<file path="src/rtl/reg_transfer_sequencer_pkg.sv">
// Shared opcodes, register selects and FSM encoding for the register-transfer
// sequencer and the bench that drives it.
package reg_transfer_sequencer_pkg;

  localparam logic [1:0] OP_LOAD = 2'b00;
  localparam logic [1:0] OP_MOV  = 2'b01;
  localparam logic [1:0] OP_SWAP = 2'b10;
  localparam logic [1:0] OP_READ = 2'b11;

  localparam logic [1:0] SEL_NONE = 2'd0;
  localparam logic [1:0] R1       = 2'd1;
  localparam logic [1:0] R2       = 2'd2;
  localparam logic [1:0] R3       = 2'd3;

  typedef enum logic [2:0] {
    ST_IDLE = 3'd0,
    ST_RD_S = 3'd1,
    ST_RD_D = 3'd2,
    ST_WR   = 3'd3,
    ST_WR2  = 3'd4,
    ST_DONE = 3'd5
  } state_e;

  // READ ignores rd; LOAD ignores rs.
  function automatic logic cmd_illegal(input logic [1:0] op, input logic [1:0] rd,
                                       input logic [1:0] rs);
    return ((op != OP_READ) && (rd == SEL_NONE)) ||
           ((op != OP_LOAD) && (rs == SEL_NONE));
  endfunction

endpackage

</file>
<file path="src/rtl/reg_transfer_sequencer.sv">
// Command-driven initiator for the 3-entry RegisterFile: LOAD/MOV/SWAP/READ
// executed as short Moore-decoded multi-cycle sequences.
module reg_transfer_sequencer
  import reg_transfer_sequencer_pkg::*;
#(
  parameter int DATA_W = 8
) (
  input  logic              clock,
  input  logic              reset_n,
  input  logic              cmd_valid,
  output logic              cmd_ready,
  input  logic [1:0]        cmd_op,
  input  logic [1:0]        cmd_rd,
  input  logic [1:0]        cmd_rs,
  input  logic [DATA_W-1:0] cmd_imm,
  output logic [DATA_W-1:0] rf_i,
  output logic [1:0]        rf_is,
  output logic [1:0]        rf_qs,
  input  logic [DATA_W-1:0] rf_q,
  output logic              busy,
  output logic              done,
  output logic              err,
  output logic [DATA_W-1:0] rd_data
);

  state_e            state_q, state_d;
  logic [1:0]        op_q, op_d;
  logic [1:0]        rd_q, rd_d;
  logic [1:0]        rs_q, rs_d;
  logic [DATA_W-1:0] tmp_a_q, tmp_a_d;
  logic [DATA_W-1:0] tmp_b_q, tmp_b_d;
  logic [DATA_W-1:0] rd_data_q, rd_data_d;
  logic              err_q, err_d;

  always_ff @(posedge clock or negedge reset_n) begin
    if (!reset_n) begin
      state_q   <= ST_IDLE;
      op_q      <= OP_LOAD;
      rd_q      <= SEL_NONE;
      rs_q      <= SEL_NONE;
      tmp_a_q   <= '0;
      tmp_b_q   <= '0;
      rd_data_q <= '0;
      err_q     <= 1'b0;
    end else begin
      state_q   <= state_d;
      op_q      <= op_d;
      rd_q      <= rd_d;
      rs_q      <= rs_d;
      tmp_a_q   <= tmp_a_d;
      tmp_b_q   <= tmp_b_d;
      rd_data_q <= rd_data_d;
      err_q     <= err_d;
    end
  end

  always_comb begin
    state_d   = state_q;
    op_d      = op_q;
    rd_d      = rd_q;
    rs_d      = rs_q;
    tmp_a_d   = tmp_a_q;
    tmp_b_d   = tmp_b_q;
    rd_data_d = rd_data_q;
    err_d     = err_q;
    unique case (state_q)
      ST_IDLE: begin
        if (cmd_valid) begin
          op_d  = cmd_op;
          rd_d  = cmd_rd;
          rs_d  = cmd_rs;
          err_d = cmd_illegal(cmd_op, cmd_rd, cmd_rs);
          if (err_d) begin
            state_d = ST_DONE;
          end else if (cmd_op == OP_LOAD) begin
            tmp_a_d = cmd_imm;
            state_d = ST_WR;
          end else begin
            state_d = ST_RD_S;
          end
        end
      end
      ST_RD_S: begin
        tmp_a_d = rf_q;
        unique case (op_q)
          OP_MOV:  state_d = ST_WR;
          OP_SWAP: state_d = ST_RD_D;
          default: begin
            // READ: rf_q is the value tmp_a captures on this same edge
            rd_data_d = rf_q;
            state_d   = ST_DONE;
          end
        endcase
      end
      ST_RD_D: begin
        tmp_b_d = rf_q;
        state_d = ST_WR;
      end
      ST_WR:   state_d = (op_q == OP_SWAP) ? ST_WR2 : ST_DONE;
      ST_WR2:  state_d = ST_DONE;
      ST_DONE: state_d = ST_IDLE;
      default: state_d = ST_IDLE;
    endcase
  end

  always_comb begin
    cmd_ready = 1'b0;
    busy      = 1'b1;
    done      = 1'b0;
    err       = 1'b0;
    rf_qs     = SEL_NONE;
    rf_is     = SEL_NONE;
    rf_i      = '0;
    unique case (state_q)
      ST_IDLE: begin
        cmd_ready = 1'b1;
        busy      = 1'b0;
      end
      ST_RD_S: rf_qs = rs_q;
      ST_RD_D: rf_qs = rd_q;
      ST_WR: begin
        rf_is = rd_q;
        rf_i  = tmp_a_q;
      end
      ST_WR2: begin
        rf_is = rs_q;
        rf_i  = tmp_b_q;
      end
      ST_DONE: begin
        done = 1'b1;
        err  = err_q;
      end
      default: busy = 1'b1;
    endcase
  end

  assign rd_data = rd_data_q;

endmodule

</file>
<file path="config.mk">
export PLATFORM = sky130hd
export DESIGN_NAME = reg_transfer_sequencer
export DESIGN_NICKNAME = d
export VERILOG_FILES = /design/src/rtl/reg_transfer_sequencer_pkg.sv /design/src/rtl/reg_transfer_sequencer.sv
export SDC_FILE = /design/constraint.sdc
export NUM_CORES = 1
export LEC_CHECK = 0
export CORE_MARGIN = 3
export CORE_UTILIZATION = 51
export CTS_CLUSTER_SIZE = 10
export DETAILED_ROUTE_END_ITERATION = 12
export GPL_ROUTABILITY_DRIVEN = 0
export PLACE_DENSITY = 0.84
export SETUP_SLACK_MARGIN = 0.2
export SYNTH_ARGS = -nofsm -noshare
export SYNTH_HDL_FRONTEND = slang
export SYNTH_SLANG_ARGS = --single-unit
</file>
<file path="constraint.sdc">
create_clock -name clock -period 4.3 [get_ports clock]
set_clock_uncertainty 0.2 [all_clocks]
set_input_delay 1.29 -clock clock [delete_from_list [all_inputs] [get_ports clock]]
set_output_delay 1.29 -clock clock [all_outputs]
set_load 0.1 [all_outputs]
</file>
==> results.md <==
* Nets at 208
* Routed vias/inst at 5.46
* Worst setup margin at 0.812 ns
* CP endpoint kind: primary output
* CP top delay family: flip-flops
* Hold-fix buffers at CTS at 0
* Vert. Die Dim at 65.1 um
* Slew headroom at 32.5%
* WL/cell at 16.9 um
* Maximum clock rate at 287 MHz
* Setup-failing EPs final at 0
* Final core utilization at 71.7%
* Sequential fraction of the synthesis area at 47.8%
* Initial antenna violation count at 0
* Port-buffer cells at 48
* Slowest-stage cell, CP: dfrtp_1
* Commonest cells after routing, fill and taps aside: 34 x dfrtp_1, 32 x clkdlybuf4s50_1, 31 x mux2_2
* Antenna Violating Nets Remaining at 0
* Ys flop type: dfrtp_1
* Worst reg2reg startpoint: state_q[2]
* DR vias at 1,233
* Max-slew violation count at 0
* Post-cts resize count at 0
* Clock Path Buffers at 2
* Register bit total from synthesis at 34
* Cell Chain, Critical Path: and3b_1 > a22o_1 > buf_4
* Outcome: complete, no violations
* Hold Path Depth at 2
* CP startpoint kind: register
* Clock sink count at 34
* WP buf/inv at 1
* Hold Crit Class: reg2reg
* # diodes at 0
* Post-synth ARST share at 100%
* Synthesized cell area at 1780 sq um
* Crit Path Class: reg2out
* CP Max Fanout at 15
* Data required, critical path at 2.81 ns
* Max stage delay on crit path at 0.58 ns
* I/O pin total at 49
* Synth cell types at 35
* Die width at 65.1 um
* Tcrit/Tclk final at 81.1%
* Full die area at 4230 sq um
* CTS tree: done
* Root Buffer Master: clkbuf_4
* GR Overflow Total at 0
* Total Routing Usage GR at 20.0%
* DRC viols at 0
* Commonest non-fill, non-tap cell in the layout: dfrtp_1
* Share of cells above drive strength 1 at 37.9%
* Hold Vio Cnt, Final at 0
* First-pass GRT wire length at 6350 um
* CP arrival at 2.00 ns
* Min-delay src: err_q
* Cell Rows at 20
* Syn Area/Cell at 13.5 sq um
* WP depth at 3
* Area grow syn2layout at 28.1%
* RSZ-0062 raised after global routing: no
* Number of flops mapped to enable cells by yosys at 0
* Dpl ws at 1.07 ns
* Core area at 3180 sq um
* Post-synthesis net count at 159
* Htree depth at 2
* Minimum clock period at 3.49 ns
* Clock slew at reported path FFs at 0.10 ns
* Starting Density at 56.0%
* Worst slew pin tran at 1.01 ns
* Max cap viols at 0
* DRT Wirelength at 3810 um
* Maximum number of pins on one net before global-route repair at 35
* Number of iterations in the first detailed-routing pass at 4
* Reg2reg path depth at 3
* Skew-Pair Late Insertion Delay at 0.33 ns
* Critical path origin: state_q[2]
* Vias in the first global route at 1,336
* Post-CTS Setup Bufs at 0
* Setup TNS at 0 ns
* Initial DRC count at 28
* Mapped Cells at 132
* Yosys warns at 0
* CTS Buf Count at 5
* DP HPWL at 2800 um
[logic make-up after synthesis]
| logic type | count (synthesis) | share of synthesized area (%) |
|---|---|---|
| mux | 40 | 26.9 |
| flops | 34 | 47.8 |
| compound gates | 23 | 11.0 |
| simple gates | 23 | 8.65 |
| buf+inv | 10 | 4.15 |
| fa+ha+maj | 2 | 1.41 |
[synth_stat cells (2+ instances only)]
master     n  share of area [%]
a22o_1    10                4.9
inv_1      3               0.63
and2_1     3                1.1
buf_6      2                1.3
dfrtp_1   34                 48
nor2b_1    2               0.70
nor2_1     7                1.5
mux2_4     8                6.8
clkbuf_1   2               0.42
o21ai_0    2               0.56
a22oi_1    2               0.84
ha_1       2                1.4
mux2_2    31                 20
nand2_1    3               0.63
[per-stage QoR]
step / instances / instance area (sq um) / hold WS (ns)
2_1_floorplan: 132 / 1780 / 0.242
3_5_place_dp: 218 / 2220 / 0.269
5_1_grt: 226 / 2280 / 0.316
4_1_cts: 226 / 2280 / 0.289
3_3_place_gp: 218 / 2220 / 0.267
6_report: 226 / 2280 / 0.290
[worst reg2reg max path: stages, from the launching register on]
cell	delay [ns]
dfrtp_1	0.58
nor3b_4	0.54
and2_4	0.35
mux2_4	0.32
[state kept, by name, indices dropped and copies added, names as in the netlist]
| register | cells |
|---|---|
| tmp_b_q | 8 |
| tmp_a_q | 8 |
| state_q | 3 |
| op_q | 2 |
| rd_data | 8 |
| rd_q | 2 |
| rs_q | 2 |
| err_q | 1 |
[final timing paths]
kind	end	slack, ns
setup / recovery	rf_i[2]	0.81
hold / removal	err_q	0.29
setup reg to reg	rd_data[0]	2.20
hold reg to reg	err_q	0.29
max in group asynchronous	err_q	2.45
min in group asynchronous	rd_data[5]	1.15
[area by class of cell]
cell class,instances,area [sq um]
inverters,3,11.3
repair buffers,49,448
flip-flops and latches,34,851
clock buffers,7,55.1
fillers,242,898
multi-input cells,88,855
well taps,44,55.1
clock inverters,1,5.00
[per-layer routing]
layer	part of all wire, %	vias to the layer above	global-route usage, %	wire [um]
li1	-	579	-	-
met1	42	611	24.3	1610
met2	51	30	33.7	1950
met3	3.8	13	4.33	146
met4	2.7	0	9.07	104
met5	0	-	0	0
Power is left out: the tool's default activity adds up to more than one toggle a clock period on the data nets, which glitch-free logic cannot reach.
